**config.mk**
```make
export PLATFORM = sky130hd
export DESIGN_NAME = qracc_sram_arbiter
export DESIGN_NICKNAME = d
export VERILOG_FILES = /design/src/rtl/qracc_sram_arbiter.sv
export SDC_FILE = /design/constraint.sdc
export NUM_CORES = 1
export LEC_CHECK = 0
export BUFFER_PORTS_ARGS = -buffer_cell sky130_fd_sc_hd__buf_2
export CELL_PAD_IN_SITES_DETAIL_PLACEMENT = 1
export CELL_PAD_IN_SITES_GLOBAL_PLACEMENT = 1
export CORE_MARGIN = 8
export CORE_UTILIZATION = 37
export CTS_CLUSTER_DIAMETER = 150
export DETAILED_ROUTE_END_ITERATION = 10
export MAX_ROUTING_LAYER = met4
export PLACE_DENSITY = 0.88
export SYNTH_ARGS = -nofsm -noshare
export SYNTH_HDL_FRONTEND = slang
export SYNTH_SLANG_ARGS = --single-unit
```
**constraint.sdc**
```tcl
create_clock -name clk -period 9.3 [get_ports clk]
set_clock_uncertainty 0.05 [all_clocks]
set_input_delay 1.86 -clock clk [delete_from_list [all_inputs] [get_ports clk]]
set_output_delay 1.86 -clock clk [all_outputs]
set_load 0.02 [all_outputs]
```
**src/rtl/qracc_sram_arbiter.sv**
```systemverilog
// Round-robin two-requester arbiter/sequencer for the QR-accelerator SRAM port; one transaction in flight, grants blocked by mac_busy_i.
// Optional grant counters enabled by defining QRACC_SRAM_ARB_GRANT_CNT_EN.
module qracc_sram_arbiter #(
  parameter int numRows = 128,
  parameter int numCols = 32,
  parameter int cntBits = 16,
  localparam int AW = $clog2(numRows)
) (
  input  logic               clk,
  input  logic               rst,
  input  logic               mac_busy_i,
  input  logic               rq0_valid_i,
  input  logic               rq0_wr_i,
  input  logic [AW-1:0]      rq0_addr_i,
  input  logic [numCols-1:0] rq0_wr_data_i,
  output logic               rq0_ready_o,
  input  logic               rq1_valid_i,
  input  logic               rq1_wr_i,
  input  logic [AW-1:0]      rq1_addr_i,
  input  logic [numCols-1:0] rq1_wr_data_i,
  output logic               rq1_ready_o,
  output logic               rd0_valid_o,
  output logic [numCols-1:0] rd0_data_o,
  output logic               rd1_valid_o,
  output logic [numCols-1:0] rd1_data_o,
  output logic               sram_rq_valid_o,
  output logic               sram_rq_wr_o,
  output logic [AW-1:0]      sram_addr_o,
  output logic [numCols-1:0] sram_wr_data_o,
  input  logic               sram_rq_ready_i,
  input  logic               sram_rd_valid_i,
  input  logic [numCols-1:0] sram_rd_data_i,
  output logic               idle_o,
  output logic               err_o,
  output logic [cntBits-1:0] grant_cnt0_o,
  output logic [cntBits-1:0] grant_cnt1_o
);

  typedef enum logic [1:0] {S_IDLE, S_REQ, S_RD} state_t;

  state_t state, state_nxt;
  logic   last_grant;
  logic   owner;
  logic   grant0, grant1;
  logic   rd_done;

  always_ff @(posedge clk or posedge rst) begin
    if (rst) state <= S_IDLE;
    else     state <= state_nxt;
  end

  always_comb begin
    state_nxt = state;
    case (state)
      S_IDLE:  if (grant0 || grant1) state_nxt = S_REQ;
      S_REQ:   if (sram_rq_ready_i) state_nxt = sram_rq_wr_o ? S_IDLE : S_RD;
      S_RD:    if (sram_rd_valid_i) state_nxt = S_IDLE;
      default: state_nxt = S_IDLE;
    endcase
  end

  // Tie-break favours the requester that did not win last time.
  always_comb begin
    grant0          = 1'b0;
    grant1          = 1'b0;
    sram_rq_valid_o = 1'b0;
    idle_o          = 1'b0;
    case (state)
      S_IDLE: begin
        idle_o = 1'b1;
        grant0 = !mac_busy_i && rq0_valid_i && (!rq1_valid_i || last_grant);
        grant1 = !mac_busy_i && rq1_valid_i && (!rq0_valid_i || !last_grant);
      end
      S_REQ:   sram_rq_valid_o = 1'b1;
      default: ;
    endcase
    rq0_ready_o = grant0;
    rq1_ready_o = grant1;
  end

  assign rd_done = (state == S_RD) && sram_rd_valid_i;

  always_ff @(posedge clk or posedge rst) begin
    if (rst) begin
      sram_rq_wr_o   <= 1'b0;
      sram_addr_o    <= '0;
      sram_wr_data_o <= '0;
      owner          <= 1'b0;
      last_grant     <= 1'b1;
    end else if (grant0) begin
      sram_rq_wr_o   <= rq0_wr_i;
      sram_addr_o    <= rq0_addr_i;
      sram_wr_data_o <= rq0_wr_data_i;
      owner          <= 1'b0;
      last_grant     <= 1'b0;
    end else if (grant1) begin
      sram_rq_wr_o   <= rq1_wr_i;
      sram_addr_o    <= rq1_addr_i;
      sram_wr_data_o <= rq1_wr_data_i;
      owner          <= 1'b1;
      last_grant     <= 1'b1;
    end
  end

  // Read data is registered once and steered to the owner only.
  always_ff @(posedge clk or posedge rst) begin
    if (rst) begin
      rd0_valid_o <= 1'b0;
      rd1_valid_o <= 1'b0;
      rd0_data_o  <= '0;
      rd1_data_o  <= '0;
      err_o       <= 1'b0;
    end else begin
      rd0_valid_o <= rd_done && !owner;
      rd1_valid_o <= rd_done && owner;
      if (rd_done && !owner) rd0_data_o <= sram_rd_data_i;
      if (rd_done && owner)  rd1_data_o <= sram_rd_data_i;
      if (sram_rd_valid_i && (state != S_RD)) err_o <= 1'b1;
    end
  end

`ifdef QRACC_SRAM_ARB_GRANT_CNT_EN
  logic [cntBits-1:0] cnt0, cnt1;

  always_ff @(posedge clk or posedge rst) begin
    if (rst) begin
      cnt0 <= '0;
      cnt1 <= '0;
    end else begin
      if (grant0 && (cnt0 != '1)) cnt0 <= cnt0 + 1'b1;
      if (grant1 && (cnt1 != '1)) cnt1 <= cnt1 + 1'b1;
    end
  end

  assign grant_cnt0_o = cnt0;
  assign grant_cnt1_o = cnt1;
`else
  assign grant_cnt0_o = '0;
  assign grant_cnt1_o = '0;
`endif

endmodule

```
==> results of run 1 <==
==> worst max path at each step <==
| stage | from | end | slack [ns] | depth (start not counted) |
|---|---|---|---|---|
| after global routing | rq0_valid_i | rq0_ready_o | 3.17 | 4 |
| after CTS | rq0_valid_i | rq0_ready_o | 3.32 | 4 |
| final | rq0_valid_i | rq0_ready_o | 3.36 | 4 |
| after floorplan | rst | err_o$_DFFE_PP0P_ | 4.46 | 1 |
| after detailed placement | rq0_valid_i | rq0_ready_o | 3.36 | 4 |
| after global placement | rq0_valid_i | rq0_ready_o | 3.49 | 4 |
==> logic make-up after synthesis <==
logic type	Yosys count	share of synthesized area, %
compound gates	126	15.2
flops	111	53.6
buf+inv	84	10.3
mux	64	13.9
simple gates	56	6.88
other cells	1	0.0723
==> metal layers <==
layer	part of all wire, %	wire [um]	up-vias
li1	-	-	1998
met5	0	0	-
met1	44	7800	2194
met2	48	8480	248
met3	6.7	1200	26
met4	1.7	311	0
==> where the power goes <==
group	total (W)	leakage [nW]	switching (W)	internal [W]
sequential	0.000860	1.32	0.000144	0.000715
combinational	0.00101	1.65	0.000653	0.000357
clock	0.000389	0.140	0.000179	0.000210
total	0.00226	3.12	0.000977	0.00128
==> per-stage QoR <==
stage                     utilization (%)  instances  setup slack [ns]
after global routing                 47.3        827              3.17
after CTS                            47.3        825              3.32
after floorplan                         -        473              4.46
after global placement               45.2        810              3.49
after detailed placement             45.2        810              3.36
final                                47.3        827              3.36
==> final cells by class <==
cell class	count	area share, %
Antenna cell	2	0.0768
Timing Repair Buffer	237	18.5
Clock buffer	11	3.57
Tap cell	180	3.46
Inverter	4	0.269
Multi-Input combinational cell	278	30.7
Clock inverter	4	0.806
Sequential cell	111	42.6
==> sequential cells by signal (all words and copies together) (netlist names) <==
| signal | cells |
|---|---|
| rd0_data_o | 32 |
| rd1_valid_o | 1 |
| rd0_valid_o | 1 |
| err_o | 1 |
| sram_wr_data_o | 32 |
| rd1_data_o | 32 |
| sram_addr_o | 7 |
| owner | 1 |
| state | 2 |
| last_grant | 1 |
| sram_rq_wr_o | 1 |
==> critical path, cell delays in order <==
cell	delay, ns
sky130_fd_sc_hd__buf_2	0.61
sky130_fd_sc_hd__inv_1	0.81
sky130_fd_sc_hd__nor3_2	0.46
sky130_fd_sc_hd__buf_2	0.23
==> layout by cell type, fill, tap and decap left out, types with 3 or more instances in the layout <==
master	Yosys	final
sky130_fd_sc_hd__inv_1	4	3
sky130_fd_sc_hd__nand4_1	40	40
sky130_fd_sc_hd__mux2_2	64	64
sky130_fd_sc_hd__clkbuf_16	0	9
sky130_fd_sc_hd__o31ai_1	40	40
sky130_fd_sc_hd__a21oi_1	43	43
sky130_fd_sc_hd__buf_2	14	229
sky130_fd_sc_hd__conb_1	1	32
sky130_fd_sc_hd__buf_4	33	8
sky130_fd_sc_hd__a31oi_1	40	40
sky130_fd_sc_hd__dfrtp_1	110	110
sky130_fd_sc_hd__nor2_1	4	4
==> results.txt, run 1 <==
- In the global route stage, overall resource usage came out at 19.9%.
- Across the whole layout, storage elements account for 0.00278 mm2.
* Post-Route Setup TNS: 0 ns
- Detailed placement finished with a half-perimeter wire length of 12900 um.
- Setup repair after global routing left no endpoint under its margin.
- Headroom to the max-slew limit came out at 11.2%.
* FF-to-FF Start: state[0]$_DFFE_PP0P_
* CTS Buf Count: 9
- The top cell type by area accounts for 53.1% of the synthesized area.
- Total detailed-routing wirelength: 17800 um
* WHS Endpoint: err_o$_DFFE_PP0P_
* Total of hold buffers inserted after clock tree synthesis: 0
- The layer flagged by global routing as most heavily used is met2.
- Maximum capacitance violations: 0
- Number of nets at the end of the flow: 760
- Met1 track demand over resource in global routing: 24.2%
- TritonCTS built the clock tree.
- Async set or reset register ratio after synthesis: 100%
* Starting Density: 37.6%
- Number of buffers between clock root and the deepest sink: 2
- Total of fill cells in the finished design: 1568
* Die Ht: 134 um
- Endpoint type of the worst setup path: output port
* Number of global-route vias before repair: 5033
- The min-delay analysis places its worst path in the category flop to flop.
- In the synthesized netlist the dominant register cell turns out to be sky130_fd_sc_hd__dfrtp_1.
- The flow ran to the end, and the final reports show no timing, DRC or antenna violations.
- In the routed design, unresolved DRC markers number 0.
- Biggest area contributors in the synthesized netlist: sky130_fd_sc_hd__dfrtp_1, sky130_fd_sc_hd__mux2_2, sky130_fd_sc_hd__o31ai_1
- Number of instances on the worst hold path: 1
* Final-report max-slew violation count: 0
* Drt via density: 5.40
* Total Power Consumption: 0.00226 W
- After synthesis, the mean cell area works out to 11.7 um2.
* CP Data Required Time: 7.39 ns
- The number of setup buffers added after CTS is 0.
* Instance count of the mapped netlist: 442
- The H-tree was split into 3 levels.
* Total via count in the routed design: 4466
- 262 I/O pins were placed.
- Slew at the pin closest to its max-slew limit: 1.33 ns
- The finished cells cover 0.00652 mm2.
- Critical hold path startpoint: err_o$_DFFE_PP0P_
* CP arrival: 4.03 ns
* Commonest cells in the netlist: sky130_fd_sc_hd__dfrtp_1, sky130_fd_sc_hd__mux2_2, sky130_fd_sc_hd__a21oi_1
- Fraction of the cycle the final worst path needs: 63.8%
- The count of final hold-check violations was 0.
- Unique cell type count in the Yosys netlist: 28
- In this run, the number of DRC markers left after iteration 0 of detailed routing was 286.
- Leakage component of the power: 3.12 nW
- Reg-to-reg critical path endpoint: sram_wr_data_o[25]$_DFFE_PP0P_
* Post-synthesis sequential element count: 111
* Antenna viol nets, final: 0
- Worst reg-to-reg setup slack: 6.74 ns
- The multi-input combinational cells in the finished layout cover a total of 0.00200 mm2.
- Yosys mapped a number of flops with a built-in enable equal to 0.
- Total core area: 0.0138 mm2
- Area overhead of the layout relative to synthesis: 25.7%
- Final-layout worst hold slack: 0.422 ns
* Portion of the post-synthesis area used by sequential elements: 53.6%
* Number of rows created at floorplan: 43
- In this run the tool buffered the top-level ports with 229 buffer cells.
* Count of yosys warnings during synthesis: 0
- IR analysis of the VDD net gives a maximum drop of 0.101 mV.
* Pin count of the biggest net entering global routing: 85
- In this run the horizontal extent of the chip is 134 um.
- By instance count, the leading cell after synthesis is sky130_fd_sc_hd__dfrtp_1.
- Met3 track utilization from global routing: 4.90%
- For this run, the top clock speed supported by timing is 0.168 GHz.
- The number of antenna violations at the first check in global routing was 2.
- For met2 alone, demand over resource in global routing was 32.0%.
* Clock latency on the worst-skew pair: 0.35 ns
- The pre-antenna-repair detailed-routing pass consisted of 4 iterations.
- After clock tree synthesis, the clock-pin slew on the worst setup and hold paths is 0.07 ns.
- The critical path is of the primary input to output port type.
* Leftover overflow at the end of global routing: 0
- Average detailed-routed wire length per instance: 21.5 um
- sky130_fd_sc_hd__dfrtp_1 takes more of the synthesized area than any other cell.
- Final Setup Violations: 0
* Layout cell share with drive strength beyond 1: 49.6%
* CP max FO: 43
* Global-route wire length before repair: 27700 um
- The clock net in this run drives a total of 111 sinks.
- Post-layout minimum cycle time: 5.94 ns
- DP Area: 0.00623 mm2
- Master cell of the clock root buffer: sky130_fd_sc_hd__clkbuf_16
* Power per unit of standard cell area: 347 mW/mm2
* Post-synth design cell area: 0.00518 mm2
- Number of gates resized after cts: 0
- At the end of routability-driven placement, the weighted congestion stood at 0.806.
* Cells on worst reg2reg path: 5
* Type of origin of the critical path: primary input
- Die outline area: 0.0181 mm2
No activity file was read; power rests on OpenSTA's default activity.
==> run 2, diff against run 1 <==
Settings changed: CORE_UTILIZATION 37 to 34, PLACE_DENSITY 0.88 to 0.82.
Clock period 9.3 ns to 6 ns, I/O delays scaled along.
==> run 2 against run 1 <==
Effect of this change:
- global-route usage shrank 1.7 points
- final cell count rose by 1.1%
- routed wire length fell by 3.3%
- via count down 1.4%
- register-to-register slack worse by 3.1 ns
- sequential share of layout area down 0.082 points
- clock power is 49% higher
- critical path depth increased by 2
- first-iteration DRC count decreased by 37%
- sequential power grew 55%
==> results.txt, run 2 (synthesized netlist as in run 1, its figures left out) <==
- The flow ran to the end, and the final reports show no timing, DRC or antenna violations.
* Maximum capacitance violations: 0 (unchanged)
- The count of final hold-check violations was 0 (unchanged).
- The combinational share of power came to 45.0% (+0.3 points).
- Share of total power in the clock network: 16.7% (-0.5 points)
- The number of antenna violations at the first check in global routing is 1 (-1).
- The switching power of the nets came to 0.00151 W (+54%).
- Leading registers by flop count: rd0_data_o (32), rd1_data_o (32), sram_wr_data_o (32)
- On the critical path, the stage with the largest delay is an instance of sky130_fd_sc_hd__buf_4.
- Endpoint type of the worst setup path: output port
- The number of detailed-route iterations in the first pass is 4 (unchanged).
- STA classifies the critical path startpoint as a primary input.
- Total detailed-routing wirelength: 17200 um (-3.3%)
- The starting density of the core was 34.5% (-3.2 points).
* Drt via density: 5.27 (-2.4%)
* Maximum single-stage delay on the critical path: 0.64 ns (-0.17 ns)
- Post-route core utilization: 43.4% (-3.9 points)
* Setup CP Type: primary input to output port
* Number of gates resized after cts: 0 (unchanged)
- Cells on worst reg2reg path: 5 (unchanged)
* Area overhead of the layout relative to synthesis: 26.0%
- Area of combinational cells with multiple inputs: 0.00200 mm2 (unchanged)
- Power per unit of standard cell area: 531 mW/mm2 (+53%)
- The worst hold path belongs to the class flop to flop.
- The worst reg-to-reg setup slack came to 3.64 ns (-3.10 ns).
- The number of stages on the worst setup path was 6 (+2).
- Final Setup Violations: 0 (unchanged)
* Average detailed-routed wire length per instance: 20.6 um (-4.3%)
- Routability congestion estimate from global placement: 0.860 (+6.7%)
- The worst path buffer plus inverter count was 3 (unchanged).
- The total global-route track usage is 18.3% (-1.7 points).
* Top library cells by usage in the layout, fill and taps aside: sky130_fd_sc_hd__buf_2, sky130_fd_sc_hd__dfrtp_1, sky130_fd_sc_hd__mux2_2, sky130_fd_sc_hd__a21oi_1
- Walking the worst path, the cells encountered are buf_2, nor3_2, buf_4, nand2_1, a21oi_1, buf_2.
- Number of buffers between clock root and the deepest sink: 2 (unchanged)
- Total via count in the routed design: 4405 (-1.4%)
- Clock tree sinks: 111 (unchanged)
- Largest voltage drop on the vdd net: 0.167 mV (+66%)
- Post-Place Worst Slack: 2.06 ns (-1.30 ns)
* Total of hold buffers inserted after clock tree synthesis: 0 (unchanged)
* Post-layout minimum cycle time: 4.00 ns
* CTS Buf Count: 9 (unchanged)
- Worst max-slew margin expressed relative to the limit: 17.2% (+6.0 points)
* Number of rows created at floorplan: 45 (+4.7%)
- Most common cell after layout, fill and taps aside: sky130_fd_sc_hd__buf_2
* Clock latency on the worst-skew pair: 0.34 ns (about the same)
* Remaining routing DRC violations: 0 (unchanged)
- The H-tree level count was 3 (unchanged).
- Die outline area: 0.0195 mm2 (+7.8%)
* CP endpoint: rq1_ready_o
- The final worst slack came to 2.00 ns (-1.36 ns).
* Reg power frac: 38.3% (+0.2 points)
- TritonCTS built the clock tree.
- Pin count of the biggest net entering global routing: 85 (unchanged)
- # IOs: 262 (unchanged)
- The residual antenna-violating net count after detailed routing was 0 (unchanged).
* Gate family responsible for the most delay along the worst path: buffers and inverters
- Leftover overflow at the end of global routing: 0 (unchanged)
* Cell seen most often among critical-path stages: sky130_fd_sc_hd__buf_2
* CP Data Required Time: 4.75 ns (-2.64 ns)
* Number of nets at the end of the flow: 761 (+0.13%)
- Internal power contribution: 0.00196 W (+53%)
- The clock-pin slew on the worst setup and hold paths came to 0.07 ns (about the same).
* Die width: 139 um (+3.8%)
- Layout cell share with drive strength beyond 1: 49.9% (+0.31 points)
* Sequential cell area: 0.00278 mm2 (unchanged)
- Launching element of the worst setup path: mac_busy_i
- The largest fanout on the critical path came to 84 (+95%).
* Total of fill cells in the finished design: 1743 (+11%)
- Detailed Place HPWL: 12900 um (-0.25%)
- CP arrival: 2.75 ns (-1.28 ns)
- The die height was 139 um (+3.8%).
- The reported leakage power came to 3.11 nW (about the same).
* Setup repair after global routing missed its margin: no
- The final non-filler cell total is 836 (+1.1%).
- Final-report max-slew violation count: 0 (unchanged)
* Post-CTS setup buffer count: 0 (unchanged)
- Slew at the pin closest to its max-slew limit: 1.24 ns (-0.0912 ns)
- Reg-to-reg critical path endpoint: sram_wr_data_o[14]$_DFFE_PP0P_
- Drt first-iter violations: 179 (-37%)
* Upper clock frequency limit: 0.250 GHz
- The aggregate negative setup slack is 0 ns (unchanged).
- Switching Fraction: 43.5% (+0.24 points)
- CTS placed an instance of sky130_fd_sc_hd__clkbuf_16 at the clock tree root.
- In the finished design, the share of the clock period the worst path needs comes to 66.6%.
- FF-to-FF Start: state[0]$_DFFE_PP0P_
- The wire length of the first global-routing pass is 27900 um (+0.75%).
- The area of the core region came to 0.0150 mm2 (+9.1%).
* Number of global-route vias before repair: 5194 (+3.2%)
* Placed cells: 819 (+1.1%)
* Count of port buffers added during placement: 229 (unchanged)
-- run 2: how the worst min path moves through the flow --
stage	slack (ns)	cells after the start	endpoint	start
4_1_cts	0.43	1	err_o$_DFFE_PP0P_	err_o$_DFFE_PP0P_
5_1_grt	0.46	1	err_o$_DFFE_PP0P_	err_o$_DFFE_PP0P_
3_3_place_gp	0.39	1	err_o$_DFFE_PP0P_	err_o$_DFFE_PP0P_
6_report	0.43	1	err_o$_DFFE_PP0P_	err_o$_DFFE_PP0P_
2_1_floorplan	0.46	2	last_grant$_DFFE_PP1P_	last_grant$_DFFE_PP1P_
3_5_place_dp	0.42	1	err_o$_DFFE_PP0P_	err_o$_DFFE_PP0P_
-- run 2: final cells by class --
class	count	share of cell area, %
Clock inverter	5	0.613
Antenna cell	1	0.0383
Clock buffer	11	3.72
Tap cell	188	3.60
Timing Repair Buffer	238	18.6
Inverter	4	0.268
Sequential cell	111	42.6
Multi-Input combinational cell	278	30.6
-- run 2: per-layer routing --
| layer | track usage (%) | wire length [um] |
|---|---|---|
| met5 | - | 0 |
| met1 | 21.2 | 7360 |
| met3 | 4.07 | 1180 |
| met2 | 30.4 | 8290 |
| met4 | 7.16 | 391 |
-- run 2: power groups by stage --
stage	clock (W)	sequential, W	combinational, W
final	0.000579	0.00133	0.00156
after global routing	0.000622	0.00138	0.00168
after floorplan	0	0.00173	0.000592
after CTS	0.000597	0.00133	0.00158
after detailed placement	0	0.00134	0.00158
after global placement	0	0.00131	0.00152
-- run 2: stage by stage --
stage                     instance area [um2]  total power (W)  hold WS (ns)
after floorplan                          5300          0.00232         0.456
after global routing                     6530          0.00367         0.463
after detailed placement                 6240          0.00292         0.418
after CTS                                6530          0.00351         0.432
after global placement                   6240          0.00283         0.393
final                                    6530          0.00347         0.430
==> run 3, diff against run 2 <==
Clock period 6 ns to 3.8 ns, I/O delays scaled along.
==> run 3 against run 2 <==
Effect of this change:
- register-to-register slack got worse by 1.8 ns
- critical path depth fell by 1
- final cell count rose by 0.36%
- hold slack got worse by 0.024 ns
- die area did not move
- combinational power rose by 58%
- via count fell by 1.2%
==> results.txt, run 3 (synthesized netlist as in run 1, its figures left out) <==
* Outcome: finished clean
* Top library cells by usage in the layout, fill and taps aside: sky130_fd_sc_hd__buf_2, sky130_fd_sc_hd__dfrtp_1, sky130_fd_sc_hd__mux2_2, sky130_fd_sc_hd__a21oi_1
- Setup CP Type: primary input to output port
* Drt via density: 5.19 (-1.5%)
- The met2 demand-to-capacity share in global routing came to 27.3% (-3.1 points).
- The maximum VDD drop came to 0.243 mV (+45%).
* Clock-pin slew reported for the worst setup and hold paths after clock tree synthesis: 0.07 ns (about the same)
- The die height came to 139 um (unchanged).
- After layout, the minimum clock period comes to 2.85 ns.
- Upper clock frequency limit: 0.351 GHz
* # IOs: 262 (unchanged)
- Fraction of the cycle the final worst path needs: 75.0%
- CP max FO: 41 (-51%)
- The die span in x is 139 um (unchanged).
* Die outline area: 0.0195 mm2 (unchanged)
- The detailed-placement wirelength estimate came to 12600 um (-2.5%).
* Pin count of the biggest net entering global routing: 60 (-29%)
- Final hold vios: 0 (unchanged)
* Number of rows created at floorplan: 45 (unchanged)
- Clock tree sinks: 111 (unchanged)
- The post-CTS resize count is 0 (unchanged).
- The total of hold buffers inserted after clock tree synthesis is 0 (unchanged).
- TritonCTS built the clock tree.
* Leading registers by flop count: rd0_data_o (32), rd1_data_o (32), sram_wr_data_o (32)
* Leftover overflow at the end of global routing: 0 (unchanged)
- The footprint of the multi-input gates came to 0.00200 mm2 (unchanged).
- Number of nets at the end of the flow: 764 (+0.39%)
- The max-capacitance violation count came to 0 (unchanged).
- The worst-margin pin slew came to 0.755 ns (-0.485 ns).
- The H-tree level count is 3 (unchanged).
- The number of buffers inserted by port buffering is 229 (unchanged).
- CP Data Required Time: 2.99 ns (-1.76 ns)
- The reported leakage power came to 3.15 nW (+1.2%).
- The residual antenna-violating net count after detailed routing is 0 (unchanged).
- The clock latency on the worst-skew pair was 0.34 ns (about the same).
- Remaining routing DRC violations: 0 (unchanged)
- Master cell of the clock root buffer: sky130_fd_sc_hd__clkbuf_16
- The starting density of the core came to 34.5% (unchanged).
* Worst max-slew margin expressed relative to the limit: 49.6% (+32 points)
* Total via count in the routed design: 4353 (-1.2%)
- The TritonCTS buffer count came to 9 (unchanged).
* Met1 track demand over resource in global routing: 21.6% (+0.38 points)
- The data arrival time of the critical path came to 2.04 ns (-0.71 ns).
* Type of origin of the critical path: primary input
* Most utilized layer in the global route result: met2
* Initial antenna violation count: 1 (unchanged)
- The total global-route track usage was 17.6% (-0.67 points).
* Post-CTS setup buffer count: 0 (unchanged)
- The last weighted congestion value of the routability-driven placer is 0.843 (-2.0%).
- Power per unit of standard cell area: 839 mW/mm2 (+58%)
* Final Setup Violations: 0 (unchanged)
- Setup repair after global routing missed its margin: no
- Path class of the lowest-slack min-delay path: flop to flop
- Total of fill cells in the finished design: 1725 (-1.0%)
- From synthesis to final layout, the design area changed by 27.1%.
- The library cell used most frequently in the layout, excluding fill and tap cells, is sky130_fd_sc_hd__buf_2.
* Average detailed-routed wire length per instance: 19.9 um (-3.2%)
* Length of the first detailed-routing pass in iterations: 4 (unchanged)
* Post-Route Setup TNS: 0 ns (unchanged)
- Total detailed-routing wirelength: 16700 um (-2.9%)
* Met3 track utilization from global routing: 4.34% (+0.27 points)
- STA classifies the critical path endpoint as an output port.
* Global-route wire length before repair: 26900 um (-3.5%)
- The via count of the first global-routing pass is 4978 (-4.2%).
* Total core area: 0.0150 mm2 (unchanged)
* Drt first-iter violations: 185 (+3.4%)
* Total Power Consumption: 0.00553 W (+59%)
- The final-report max-slew violation count was 0 (unchanged).
- Number of buffers between clock root and the deepest sink: 2 (unchanged)
- Layout cell share with drive strength beyond 1: 50.2% (+0.23 points)
- Sequential cell area: 0.00278 mm2 (unchanged)
## run 3: cell types whose count changed in the layout (fill, tap and decap cells not counted), sizes merged
| cell | delta |
|---|---|
| buf | +3 |
| bufinv | +1 |
| clkinv | +1 |
| clkinvlp | -2 |
## run 3: worst max-delay path, cell delays in order
cell                     delay [ns]
sky130_fd_sc_hd__buf_2         0.11
sky130_fd_sc_hd__or3_1         0.37
sky130_fd_sc_hd__buf_4         0.29
sky130_fd_sc_hd__nor3_2        0.27
sky130_fd_sc_hd__buf_2         0.23
## run 3: report_power, final
part | internal (W) | leakage [nW] | switching [W]
logic | 0.000883 | 1.68 | 0.00157
registers | 0.00175 | 1.32 | 0.000341
clock network | 0.000538 | 0.152 | 0.000441
total | 0.00317 | 3.15 | 0.00235
## run 3: per-stage QoR
step           util (%)  hold WS [ns]  area, um2  std cells  worst slack (ns)
2_1_floorplan         -         0.456       5300        473            0.0610
3_3_place_gp       41.8         0.393       6280        822             0.973
3_5_place_dp       41.8         0.398       6280        822             0.955
4_1_cts            43.8         0.414       6590        838             0.946
5_1_grt            43.8         0.448       6590        839             0.866
6_report           43.8         0.406       6590        839             0.950
## run 3: final cells by class
| cell class | instances | area share, % |
|---|---|---|
| Timing Repair Buffer | 241 | 19.0 |
| Multi-Input combinational cell | 278 | 30.3 |
| Inverter | 4 | 0.266 |
| Clock inverter | 5 | 0.968 |
| Tap cell | 188 | 3.57 |
| Clock buffer | 11 | 3.68 |
| Antenna cell | 1 | 0.0380 |
| Sequential cell | 111 | 42.2 |
## run 3: metal layers
| metal | share of wire, % | vias to the layer above |
|---|---|---|
| met5 | 0 | - |
| met4 | 2.7 | 0 |
| met3 | 7.7 | 29 |
| met2 | 46 | 214 |
| met1 | 43 | 2105 |
| li1 | - | 2005 |
## run 3: worst paths after layout
check	startpoint	end	slack (ns)	cells after the start
setup / recovery	mac_busy_i	rq0_ready_o	0.95	5
hold / removal	err_o$_DFFE_PP0P_	err_o$_DFFE_PP0P_	0.41	1
setup reg to reg	state[0]$_DFFE_PP0P_	sram_wr_data_o[0]$_DFFE_PP0P_	1.82	5
hold reg to reg	err_o$_DFFE_PP0P_	err_o$_DFFE_PP0P_	0.41	1
max in group asynchronous	rst	last_grant$_DFFE_PP1P_	2.39	3
min in group asynchronous	rst	sram_addr_o[2]$_DFFE_PP0P_	0.50	2
